**src/rtl/swiwf_seqdiv.sv**
```systemverilog
// swiwf_seqdiv: sequential signed fixed-point restoring divider, one quotient bit per clock
module swiwf_seqdiv #(
  parameter int WIA = 13,
  parameter int WIB = 3,
  parameter int WF  = 16
) (
  input  logic               clk_i,
  input  logic               nrst_i,
  input  logic               start_i,
  input  logic [WIA+WF-1:0]  diva_i,
  input  logic [WIB+WF-1:0]  divb_i,
  output logic               busy_o,
  output logic               done_o,
  output logic [WIA+WF-1:0]  quo_o,
  output logic               ovf_o,
  output logic               dz_o
);
  localparam int NQ   = WIA + WF;
  localparam int NB   = WIB + WF;
  localparam int ITER = WIA + 2 * WF;
  localparam int CW   = $clog2(ITER + 1);
  typedef enum logic [1:0] {IDLE, CALC, FIX} state_e;
  state_e          state_q, state_d;
  logic [CW-1:0]   cnt_q, cnt_d;
  logic [ITER-1:0] dvd_q, dvd_d, mag_q, mag_d;
  logic [NB-1:0]   rem_q, rem_d, bmag_q, bmag_d, bmag_in;
  logic            sa_q, sa_d, sb_q, sb_d, dzf_q, dzf_d;
  logic            done_q, done_d, ovf_q, ovf_d, dz_q, dz_d;
  logic [NQ-1:0]   quo_q, quo_d, amag, qmax, qmin;
  logic [NB:0]     rem_sh;
  logic            ge, neg, big;
  assign qmax    = {1'b0, {(NQ-1){1'b1}}};
  assign qmin    = {1'b1, {(NQ-1){1'b0}}};
  assign amag    = diva_i[NQ-1] ? -diva_i : diva_i;
  assign bmag_in = divb_i[NB-1] ? -divb_i : divb_i;
  // the stored remainder stays below |B|, so one extra bit suffices after the shift
  assign rem_sh  = {rem_q, dvd_q[ITER-1]};
  assign ge      = rem_sh >= {1'b0, bmag_q};
  assign neg     = sa_q ^ sb_q;
  assign big     = |mag_q[ITER-1:NQ-1];
  always_comb begin
    state_d = state_q;
    cnt_d   = cnt_q;
    dvd_d   = dvd_q;
    mag_d   = mag_q;
    rem_d   = rem_q;
    bmag_d  = bmag_q;
    sa_d    = sa_q;
    sb_d    = sb_q;
    dzf_d   = dzf_q;
    done_d  = 1'b0;
    quo_d   = quo_q;
    ovf_d   = ovf_q;
    dz_d    = dz_q;
    case (state_q)
      IDLE: if (start_i) begin
        sa_d    = diva_i[NQ-1];
        sb_d    = divb_i[NB-1];
        bmag_d  = bmag_in;
        dvd_d   = {amag, {WF{1'b0}}};
        rem_d   = '0;
        mag_d   = '0;
        dzf_d   = divb_i == '0;
        cnt_d   = (divb_i == '0) ? '0 : CW'(ITER);
        state_d = (divb_i == '0) ? FIX : CALC;
      end
      CALC: begin
        rem_d   = ge ? NB'(rem_sh - {1'b0, bmag_q}) : rem_sh[NB-1:0];
        dvd_d   = dvd_q << 1;
        mag_d   = {mag_q[ITER-2:0], ge};
        cnt_d   = cnt_q - 1'b1;
        state_d = (cnt_q == CW'(1)) ? FIX : CALC;
      end
      FIX: begin
        done_d  = 1'b1;
        state_d = IDLE;
        quo_d   = dzf_q ? (sa_q ? qmin : qmax) :
                  big   ? (neg ? qmin : qmax) :
                  neg   ? -mag_q[NQ-1:0] : mag_q[NQ-1:0];
        ovf_d   = !dzf_q && big;
        dz_d    = dzf_q;
      end
      default: state_d = IDLE;
    endcase
  end
  always_ff @(posedge clk_i or negedge nrst_i) begin
    if (!nrst_i) begin
      state_q <= IDLE;
      cnt_q   <= '0;
      dvd_q   <= '0;
      mag_q   <= '0;
      rem_q   <= '0;
      bmag_q  <= '0;
      sa_q    <= 1'b0;
      sb_q    <= 1'b0;
      dzf_q   <= 1'b0;
      done_q  <= 1'b0;
      quo_q   <= '0;
      ovf_q   <= 1'b0;
      dz_q    <= 1'b0;
    end else begin
      state_q <= state_d;
      cnt_q   <= cnt_d;
      dvd_q   <= dvd_d;
      mag_q   <= mag_d;
      rem_q   <= rem_d;
      bmag_q  <= bmag_d;
      sa_q    <= sa_d;
      sb_q    <= sb_d;
      dzf_q   <= dzf_d;
      done_q  <= done_d;
      quo_q   <= quo_d;
      ovf_q   <= ovf_d;
      dz_q    <= dz_d;
    end
  end
  assign busy_o = state_q != IDLE;
  assign done_o = done_q;
  assign quo_o  = quo_q;
  assign ovf_o  = ovf_q;
  assign dz_o   = dz_q;
endmodule

```
**config.mk**
```make
export PLATFORM = sky130hd
export DESIGN_NAME = swiwf_seqdiv
export DESIGN_NICKNAME = d
export VERILOG_FILES = /design/src/rtl/swiwf_seqdiv.sv
export SDC_FILE = /design/constraint.sdc
export NUM_CORES = 1
export LEC_CHECK = 0
export ABC_AREA = 1
export BUFFER_PORTS_ARGS = -buffer_cell sky130_fd_sc_hd__buf_2
export CORE_ASPECT_RATIO = 0.6
export CORE_MARGIN = 2
export CORE_UTILIZATION = 50
export DETAILED_ROUTE_END_ITERATION = 6
export PLACE_DENSITY = 0.69
export SLEW_MARGIN = 30
export SYNTH_ARGS = -nofsm -noshare
export SYNTH_HDL_FRONTEND = slang
export SYNTH_SLANG_ARGS = --single-unit
```
**constraint.sdc**
```tcl
create_clock -name clk_i -period 2.9 [get_ports clk_i]
set_clock_uncertainty 0.1 [all_clocks]
set_input_delay 0 -clock clk_i [delete_from_list [all_inputs] [get_ports clk_i]]
set_output_delay 0 -clock clk_i [all_outputs]
set_load 0.01 [all_outputs]
```
# == After elaboration in Yosys (flattened, before gate mapping) ==
# Index checks and enable logic that the tools add are counted.
# op_classes
order_cmp,1
add_sub_neg,5
n_reduce_logical,9
mux,22
bitwise_logic,1
eq_ne,4
# op_table
cell,count
one-hot mux 45 bit (2 select lines),2
two-way mux 29 bit,6
two-way mux 45 bit,2
negation 29 bit,2
two-way mux 19 bit,3
one-hot mux 19 bit (2 select lines),1
>= comparator 20 x 19 -> 1 bit,1
zero test 19 bit,1
negation 19 bit,1
subtractor 19 bit,1
OR reduction 17 bit,1
two-way mux 6 bit,2
one-hot mux 6 bit (2 select lines),1
"== test 6 x 1 -> 1 bit, second input constant",1
two-way mux 2 bit,3
"subtractor 6 x 1 -> 6 bit, second input constant",1
one-hot mux 2 bit (2 select lines),1
AND reduction 2 bit,2
nonzero test 2 bit,2
"== test 2 x 1 -> 1 bit, second input constant",1
"== test 2 bit, second input constant",1
zero test 2 bit,1
"inequality test 2 bit, second input constant",1
logical AND 1 bit,1
3 further kinds,3
# totals
in_bits,51
regBits,171
word_cells,55
out_inout_bits,33

# == Logic depth before layout (Yosys ltp) ==
# Gate-level depths: netlist (run 1).
# depth
word_depth,4
depth_mapped,15
ltp_nobuf,14

# == Least setup slack after synthesis (run 1) ==
# Ideal clock, no wire load.
# synth_path
kind,register to register
from,register dvd_q[44]
to,register rem_q[13]
setup_slack_ns,0.631
path_buffers,0
setup_time_ns,0.120
arrival_time_ns,2.049
path_stages_with_launch,15
cell_sequence,dfrtp_1 inv_1 ha_1 inv_1 fa_1 nand3_1 nand3_1 nand3_1 nand3_1 nand2_2 nand2_4 nand2_1 nand2_1 o21ai_1 nand2_1
# synth_via
elab_chain_cells,3
elab_cells_between_ends,4
classes_between,1 x add/sub; 1 x order compare; 2 x mux
# synth_rtl
item,line_no,source
from (decl),25,"logic [ITER-1:0] dvd_q, dvd_d, mag_q, mag_d;"
from (signal assigned),104,dvd_q <= dvd_d;
subtractor 19 bit or >= comparator 20 x 19 -> 1 bit (tied branches),"68, 38",
two-way mux 19 bit *,68,"rem_d = ge ? NB'(rem_sh - {1'b0, bmag_q}) : rem_sh[NB-1:0];"
one-hot mux 19 bit (2 select lines) *,55,case (state_q)
to (signal assigned),106,rem_q <= rem_d;
to (decl),26,"logic [NB-1:0] rem_q, rem_d, bmag_q, bmag_d, bmag_in;"
# Mark *: on every way between the ends. The rest lies on a longest branch, timed or not.
# A chain may end at the register's enable or synchronous reset.

# == Final worst setup path (run 1) ==
# layout_path
from,input divb_i[18]
to,register bmag_q[17]
# layout_via
elab_chain_cells,1
# layout_rtl
item,line_no,source
from (decl),11,"input logic [WIB+WF-1:0] divb_i,"
two-way mux 19 bit,35,assign bmag_in = divb_i[NB-1] ? -divb_i : divb_i;
to (signal assigned),107,bmag_q <= bmag_d;
to (decl),26,
# No other way between the ends.

==> results.sh, run 1 <==
export IMPL_fp_dieW_um=186
export IMPL_timing_max_cap_violations=0
export IMPL_ys_warn_count=0
export IMPL_dr_first_iter_drc_count=1021
export IMPL_grtUsageTotal_pct=28.2
export IMPL_yosysUniqueCellTypes=42
export IMPL_grt_pass1_vias=8973
export IMPL_hpwlAfterDp_um=20100
export IMPL_end_kind="flip-flop"
export IMPL_rsz0062_at_grt="no"
export IMPL_num_rows=39
export IMPL_grt_first_pass_wirelength_um=46700
export IMPL_synth_async_reset_ratio_pct=100
export IMPL_placed_cells=1789
export IMPL_antenna_cells=0
export IMPL_powerDensity_nw_per_um2=1430
export IMPL_status="finished, final reports clean"
export IMPL_vias=9863
export IMPL_grt_max_degree=70
export IMPL_start_kind="primary input"
export IMPL_clkTransAtPathRegs_ns=0.06
export IMPL_cp_top_family="buffers and inverters"
export IMPL_worst_slack_ns=0.230
export IMPL_synth_area_um2=9960
export IMPL_drive_gt1_share_pct=9.69
export IMPL_post_cts_repair_setup_buffers=0
export IMPL_dieArea_um2=21100
export IMPL_worstMarginPinSlew_ns=0.946
export IMPL_instances_no_fill=1876
export IMPL_yosys_area_top_type_share_pct=38.9
export IMPL_ys_top_cells_by_count="nand2_1 (502), inv_1 (166), dfrtp_1 (155), nor2_1 (154), nand3_1 (95)"
export IMPL_netlist_top_cells_area="dfrtp_1 (39%), nand2_1 (19%), inv_1 (6.3%)"
export IMPL_period_needed_ns=2.67
export IMPL_areaGrowthSynthToFinish_pct=18.9
export IMPL_htreeDepth=4
export IMPL_ys_ff_latch=155
export IMPL_worst_path_max_delay_cell="dlygate4sd3_1"
export IMPL_relSlewSlack_pct=36.8
export IMPL_cts_buffers=17
export IMPL_syn_inst=1472
export IMPL_worst_ep_required_time_ns=3.12
export IMPL_overflow=0
export IMPL_finalSetupViolations=0
export IMPL_final_cell_area_um2=11800
export IMPL_worstPathArrival_ns=2.89
export IMPL_cpMostUsedCell="dlygate4sd3_1"
export IMPL_dr_pass1_iters=7
export IMPL_clk_latency_ns=0.43
export IMPL_synth_flop_cell="dfrtp_1"
export IMPL_wire_per_inst_um=15.1
export IMPL_pin_count=84
export IMPL_syn_area_per_cell_um2=6.77
export IMPL_worstPathCellList="dlygate4sd3_1 > buf_2 > clkinv_1 > a21oi_2 > nor2_4 > nand3_1 > nand2_1 > dlygate4sd3_1 > nand3_1 > dlygate4sd3_1 > nand2_1"
export IMPL_root_buffer="clkbuf_16"
export IMPL_portBuffers=83
export IMPL_slew_viol_final=0
export IMPL_clock_path_buffers=2
export IMPL_clock_sinks=155
export IMPL_synth_most_common_cell="nand2_1"
export IMPL_wl_um=28400
export IMPL_synth_seq_area_share_pct=38.9
export IMPL_yosys_area_top_type="dfrtp_1"
export IMPL_vias_per_cell=5.26
export IMPL_core_um2=19300
export IMPL_hold_path_class="primary input to asynchronous set/reset pin"
export IMPL_synth_edf_count=0
export IMPL_routabilityCongestion=0.950
export IMPL_cpPeakStageDelay_ns=0.56
export IMPL_ir_drop_mv=0.942
export IMPL_fin_nets=1673
export IMPL_syn_num_nets=1548
export IMPL_die_h_um=113
export IMPL_timing_fmax_mhz=374
export IMPL_grt_antenna_before_repair=0
export IMPL_critical_path_class="primary input to flip-flop"
export IMPL_place_area_um2=10700
export IMPL_critPathMaxFanout=9
export IMPL_cts_tree="done"
export IMPL_final_antenna_net_count=0
export IMPL_setup_tns_ns=0
export IMPL_route_detailed_drc=0
export IMPL_hold_viol=0
export IMPL_period_share_pct=92.1
export IMPL_crit_buf_inv=5
export IMPL_pre_cts_slack_ns=0.348
export IMPL_leakage_nw=6.25
export IMPL_final_core_util_pct=61.5
export IMPL_initial_core_util_pct=51.7
-- worst register-to-register path: stages (launching register included) --
cell	delay, ns
dfrtp_1	0.40
nand2_2	0.34
buf_4	0.66
nand4_1	0.24
dlygate4sd3_1	0.61
o31ai_1	0.21
-- stage by stage --
stage	hold slack (ns)	power (mW)
floorplan	-0.396	11.4
global placement	-0.0490	14.1
detailed placement	-0.0596	14.2
CTS	0.00321	16.7
global route	0.0752	18.6
finish	0.0193	16.9
-- metal layers --
metal	GRT usage, %	wire length, um	vias up
li1	-	-	4983
met1	47.1	15100	4483
met2	36.3	10500	373
met3	6.44	2510	24
met4	5.09	250	0
met5	0	0	-
-- logic make-up (layout without fill, tap and decap cells) --
kind of cell               Yosys count  count (layout)  synth area share, %
and+or+nand+nor                    809             809                 33.4
buffers and inverters              224             362                 8.83
AOI/OAI and AO/OA                  219             219                 12.1
DFF                                155             155                 38.9
xor gates and xnor gates            40              40                 3.52
adders and majority gates           25              25                 3.22
-- area by class of cell --
| cell class | instances | area [um2] |
|---|---|---|
| Inverter | 170 | 638 |
| Clock inverter | 10 | 138 |
| Sequential cell | 155 | 3880 |
| Multi-Input combinational cell | 1093 | 5220 |
| Tap cell | 266 | 333 |
| Clock buffer | 22 | 474 |
| Fill cell | 1806 | 7430 |
| Timing Repair Buffer | 160 | 1160 |
-- sequential cells by signal, indices dropped and copies added (netlist names), 2 cells and up --
name	flops
dvd_q	29
mag_q	45
quo_o	29
bmag_q	19
cnt_q	6
state_q	2
rem_q	19
-- cells in the final DEF, fill, tap and decap left out, types with 10 or more instances in the layout --
cell type / count
a21oi_1: 63
buf_2: 82
buf_4: 20
clkbuf_16: 17
dfrtp_1: 155
dlygate4sd3_1: 55
ha_1: 24
inv_1: 166
nand2_1: 499
nand3_1: 95
nand3b_1: 12
nand4_1: 21
nor2_1: 152
nor3_1: 10
o21ai_0: 81
o22ai_1: 45
xnor2_1: 15
xor2_1: 25
-- report_power, final --
group | switching [mW] | internal (mW)
sequential | 0.597 | 3.14
clock | 0.918 | 1.42
combinational | 7.10 | 3.76
-- timing repair --
item,4_1_cts,5_1_grt
hold buffers,55,0
endpoints found under the setup margin,0,1
hold endpoints to repair,120,0
resized for setup,0,3
-- path summary, 6_finish.rpt --
| path | start | end | slack, ns | cells past startpoint |
|---|---|---|---|---|
| min | nrst_i | dvd_q[32]$_DFFE_PN0P_ | 0.02 | 2 |
| max in group asynchronous | nrst_i | bmag_q[6]$_DFFE_PN0P_ | 1.84 | 3 |
| max | divb_i[18] | bmag_q[17]$_DFFE_PN0P_ | 0.23 | 11 |
| min in group clk_i | divb_i[0] | bmag_q[1]$_DFFE_PN0P_ | 0.04 | 5 |
| max reg2reg | state_q[0]$_DFFE_PN0P_ | dvd_q[44]$_DFFE_PN0P_ | 0.23 | 5 |
| min reg2reg | dvd_q[35]$_DFFE_PN0P_ | dvd_q[35]$_DFFE_PN0P_ | 0.38 | 2 |
(Power assumes the default switching activity.)
==> run 2: changes to the inputs <==
==> constraint.sdc (replaced) <==
create_clock -name clk_i -period 2.9 [get_ports clk_i]
set_clock_uncertainty 0.1 [all_clocks]
set_input_delay 0.58 -clock clk_i [delete_from_list [all_inputs] [get_ports clk_i]]
set_output_delay 0.58 -clock clk_i [all_outputs]
set_load 0.01 [all_outputs]
==> run 2 against run 1 <==
Against the previous run:
- flip-flop and latch count did not move
- setup slack improved by 0.079 ns
- critical path depth rose by 2
- non-clock buffer count fell by 53
- sequential share of layout area rose by 1.7 points
- hold slack got worse by 0.017 ns
- global-route usage rose by 0.51 points
- wire length rose by 2.4%
- cell count fell by 2.8%
- first-iteration DRC count rose by 5.8%
- final area fell by 4.8%
- utilization fell by 3.0 points
- critical endpoint is now rem_q[3]$_DFFE_PN0P_
- highest routed layer unchanged
==> results.sh, run 2 (synthesis results as in run 1) <==
export IMPL_status="finished, final reports clean"
export IMPL_route_detailed_drc=0
export IMPL_hpwlAfterDp_um=21600
export IMPL_fillers=1852
export IMPL_worstMarginPinSlew_ns=0.927
export IMPL_fin_nets=1620
export IMPL_timing_max_cap_violations=0
export IMPL_htreeDepth=4
export IMPL_critPathMaxFanout=13
export IMPL_cpPeakStageDelay_ns=0.46
export IMPL_rsz0062_at_grt="no"
export IMPL_dr_first_iter_drc_count=1080
export IMPL_num_rows=39
export IMPL_die_h_um=113
export IMPL_worstPathCellList="inv_1 > ha_1 > inv_1 > fa_1 > nand3_1 > nand3_1 > nand3_1 > nand3_1 > nand2_2 > nand2_4 > buf_4 > nor2_1 > o21ai_1"
export IMPL_grtUsageTotal_pct=28.7
export IMPL_finalSetupViolations=0
export IMPL_clock_path_buffers=2
export IMPL_cts_tree="done"
export IMPL_regArea_um2=3880
export IMPL_final_cell_area_um2=11300
export IMPL_relSlewSlack_pct=38.1
export IMPL_grt_antenna_before_repair=0
export IMPL_routabilityCongestion=0.965
export IMPL_period_needed_ns=2.59
export IMPL_hold_path_class="primary input to asynchronous set/reset pin"
export IMPL_grt_max_degree=62
export IMPL_worst_slack_ns=0.309
export IMPL_wl_um=29100
export IMPL_r2r_start="dvd_q[44]$_DFFE_PN0P_"
export IMPL_initial_core_util_pct=51.7
export IMPL_crit_buf_inv=3
export IMPL_areaGrowthSynthToFinish_pct=13.2
export IMPL_final_common_cell="nand2_1"
export IMPL_place_area_um2=10700
export IMPL_ctsResizeCount=0
export IMPL_worst_ep_required_time_ns=3.12
export IMPL_clk_latency_ns=0.43
export IMPL_final_antenna_net_count=0
export IMPL_cts_buffers=17
export IMPL_start_kind="flip-flop"
export IMPL_vias_per_cell=5.34
export IMPL_clkTransAtPathRegs_ns=0.07
export IMPL_post_cts_repair_setup_buffers=0
export IMPL_setup_tns_ns=0
export IMPL_dieArea_um2=21100
export IMPL_root_buffer="clkbuf_16"
export IMPL_cts_hold_buffers=0
export IMPL_cpMostUsedCell="nand3_1"
export IMPL_slew_viol_final=0
export IMPL_critical_path_class="flip-flop to flip-flop"
export IMPL_grt_pass1_vias=8781
export IMPL_worstPathArrival_ns=2.81
export IMPL_hold_viol=0
export IMPL_pin_count=84
export IMPL_final_cell_mix="nand2_1 (499), inv_1 (166), dfrtp_1 (155), nor2_1 (153), nand3_1 (95)"
export IMPL_core_um2=19300
export IMPL_largest_register_ffs=45
export IMPL_fp_dieW_um=186
export IMPL_drive_gt1_share_pct=10.1
export IMPL_vias=9733
export IMPL_grt_first_pass_wirelength_um=46900
export IMPL_worst_path_max_delay_cell="fa_1"
export IMPL_clock_sinks=155
export IMPL_cp_top_family="simple AND/OR/NAND/NOR gates"
export IMPL_dr_pass1_iters=6
export IMPL_antenna_cells=0
export IMPL_end_kind="flip-flop"
export IMPL_multi_input_area_um2=5210
export IMPL_timing_fmax_mhz=386
export IMPL_pre_cts_slack_ns=0.361
export IMPL_largest_register="mag_q"
export IMPL_crit_start="dvd_q[44]$_DFFE_PN0P_"
export IMPL_portBuffers=83
export IMPL_wire_per_inst_um=15.9
export IMPL_period_share_pct=89.4
export IMPL_overflow=0
-- run 2: final cells by class --
class	count	share of cell area (%)
inverter	170	5.66
clock buffer	17	3.77
tap	266	2.95
clock inverter	15	1.45
timing repair buffer	107	5.56
multi-input combinational	1093	46.2
sequential	155	34.4
-- run 2: worst paths after layout --
check	end	slack, ns	cells past startpoint
setup / recovery	rem_q[3]$_DFFE_PN0P_	0.31	13
hold / removal	dvd_q[34]$_DFFE_PN0P_	0.003	1
setup reg to reg	rem_q[3]$_DFFE_PN0P_	0.31	13
hold reg to reg	dvd_q[34]$_DFFE_PN0P_	0.38	2
max in group asynchronous	mag_q[21]$_DFFE_PN0P_	2.01	2
min in group clk_i	bmag_q[8]$_DFFE_PN0P_	0.36	3
-- run 2: layer usage --
layer / share of wire, % / global-route usage, % / up-vias
li1: - / - / 4857
met1: 54 / 48.6 / 4424
met2: 34 / 34.0 / 435
met3: 11 / 8.69 / 17
met4: 0.83 / 6.04 / 0
met5: 0 / 0 / -
-- run 2: metrics by stage --
step	util, %	std cells	hold slack (ns)
after detailed placement	55.5	1791	0.366
after CTS	58.5	1823	0.0138
after floorplan	-	1472	0.184
final	58.5	1823	0.00281
after global routing	58.5	1823	0.0366
after global placement	55.5	1791	0.363
Power of run 2 is left out: the tool's default activity adds up to more than one toggle a clock period on the data nets, which glitch-free logic cannot reach.
==> run 3: changes to the inputs <==
CORE_UTILIZATION = 59   (was 50)
PLACE_DENSITY = 0.79   (was 0.69)
REMOVE_ABC_BUFFERS = 1   (was unset)
==> run 3 against run 2 <==
Against the previous run:
- cell count decreased by 2.1%
- maximum frequency shrank 1.8%
- non-clock buffer count decreased by 1
- global-route usage rose by 1.4 points
- via count up 0.31%
- utilization is 10 points higher
- first-iteration DRC count up 7.6%
- setup slack worse by 0.047 ns
- final area shrank 0.14%
- die area down 15%
- wire length shrank 10%
==> results.sh, run 3 (synthesis results as in run 1) <==
export IMPL_status="finished, final reports clean"
export IMPL_final_antenna_net_count=0
export IMPL_htreeDepth=4
export IMPL_multi_input_area_um2=5210
export IMPL_timing_fmax_mhz=379
export IMPL_relSlewSlack_pct=43.8
export IMPL_crit_buf_inv=2
export IMPL_routabilityCongestion=0.991
export IMPL_largest_register="mag_q"
export IMPL_cts_buffers=17
export IMPL_cts_hold_buffers=0
export IMPL_final_common_cell="nand2_1"
export IMPL_clk_latency_ns=0.43
export IMPL_worstPathCellList="inv_1 > ha_1 > inv_1 > fa_1 > nand3_1 > nand3_1 > nand3_1 > nand3_1 > nand2_2 > nand2_4 > nand2_1 > nand2_1 > o21ai_1 > nand2_1"
export IMPL_rsz0062_at_grt="no"
export IMPL_worst_path_max_delay_cell="fa_1"
export IMPL_grtUsageTotal_pct=30.2
export IMPL_finalSetupViolations=0
export IMPL_vias=9763
export IMPL_start_kind="flip-flop"
export IMPL_vias_per_cell=5.47
export IMPL_worstMarginPinSlew_ns=0.843
export IMPL_num_rows=36
export IMPL_period_share_pct=91.0
export IMPL_post_cts_repair_setup_buffers=0
export IMPL_clock_sinks=155
export IMPL_grt_antenna_before_repair=0
export IMPL_critical_path_class="flip-flop to flip-flop"
export IMPL_wire_per_inst_um=14.6
export IMPL_grt_pass1_vias=8503
export IMPL_clock_path_buffers=2
export IMPL_hold_path_class="primary input to asynchronous set/reset pin"
export IMPL_route_detailed_drc=0
export IMPL_regArea_um2=3880
export IMPL_worst_ep_required_time_ns=3.11
export IMPL_root_buffer="clkbuf_16"
export IMPL_fillers=1446
export IMPL_timing_max_cap_violations=0
export IMPL_end_kind="flip-flop"
export IMPL_hold_viol=0
export IMPL_die_h_um=105
export IMPL_antenna_cells=0
export IMPL_slew_viol_final=0
export IMPL_core_um2=16400
export IMPL_pre_cts_slack_ns=0.353
export IMPL_overflow=0
export IMPL_portBuffers=83
export IMPL_pin_count=84
export IMPL_final_cell_mix="nand2_1 (500), inv_1 (166), dfrtp_1 (155), nor2_1 (153), nand3_1 (95)"
export IMPL_cpPeakStageDelay_ns=0.46
export IMPL_dr_pass1_iters=6
export IMPL_ctsResizeCount=0
export IMPL_wl_um=26100
export IMPL_largest_register_ffs=45
export IMPL_dieArea_um2=18000
export IMPL_fp_dieW_um=172
export IMPL_clkTransAtPathRegs_ns=0.07
export IMPL_initial_core_util_pct=60.8
export IMPL_worstPathArrival_ns=2.85
export IMPL_cts_tree="done"
export IMPL_drive_gt1_share_pct=9.96
export IMPL_whs_ns=0.00169
export IMPL_grt_first_pass_wirelength_um=43300
export IMPL_cp_top_family="simple AND/OR/NAND/NOR gates"
export IMPL_critPathMaxFanout=18
export IMPL_areaGrowthSynthToFinish_pct=13.1
export IMPL_hpwlAfterDp_um=18900
export IMPL_grt_max_degree=83
export IMPL_dr_first_iter_drc_count=1162
export IMPL_cpMostUsedCell="nand3_1"
export IMPL_final_core_util_pct=68.7
export IMPL_worst_slack_ns=0.262
export IMPL_period_needed_ns=2.64
export IMPL_fin_nets=1619
## run 3: final timing paths
check	startpoint	slack, ns	to	cells after the start
worst max-delay path	dvd_q[44]$_DFFE_PN0P_	0.26	rem_q[15]$_DFFE_PN0P_	14
worst min-delay path	nrst_i	0.002	bmag_q[8]$_DFFE_PN0P_	1
worst max register to register	dvd_q[44]$_DFFE_PN0P_	0.26	rem_q[15]$_DFFE_PN0P_	14
worst min register to register	dvd_q[36]$_DFFE_PN0P_	0.38	dvd_q[36]$_DFFE_PN0P_	2
max in group asynchronous	nrst_i	2.05	quo_o[0]$_DFFE_PN0P_	2
min in group clk_i	start_i	0.35	state_q[0]$_DFFE_PN0P_	3
## run 3: area by class of cell
class	count	share of cell area [%]
Clock buffer	20	4.06
Clock inverter	12	1.43
Inverter	170	5.67
Multi-Input combinational cell	1093	46.3
Sequential cell	155	34.4
Tap cell	228	2.53
Timing Repair Buffer	106	5.61
## run 3: metrics by stage
stage | instances | setup TNS, ns | instance area, um2
after floorplan | 1418 | -94.01 | 9720
after global placement | 1752 | 0 | 10600
after detailed placement | 1752 | 0 | 10600
after CTS | 1784 | 0 | 11300
after global routing | 1784 | 0 | 11300
final | 1784 | 0 | 11300
## run 3: metal layers
layer | part of all wire (%) | up-vias | track usage (%)
met5 | 0 | - | 0
met4 | 0.90 | 0 | 6.00
met3 | 10 | 23 | 7.08
met2 | 37 | 427 | 37.9
met1 | 51 | 4466 | 51.0
li1 | - | 4847 | -
Power of run 3 is left out for the same reason.
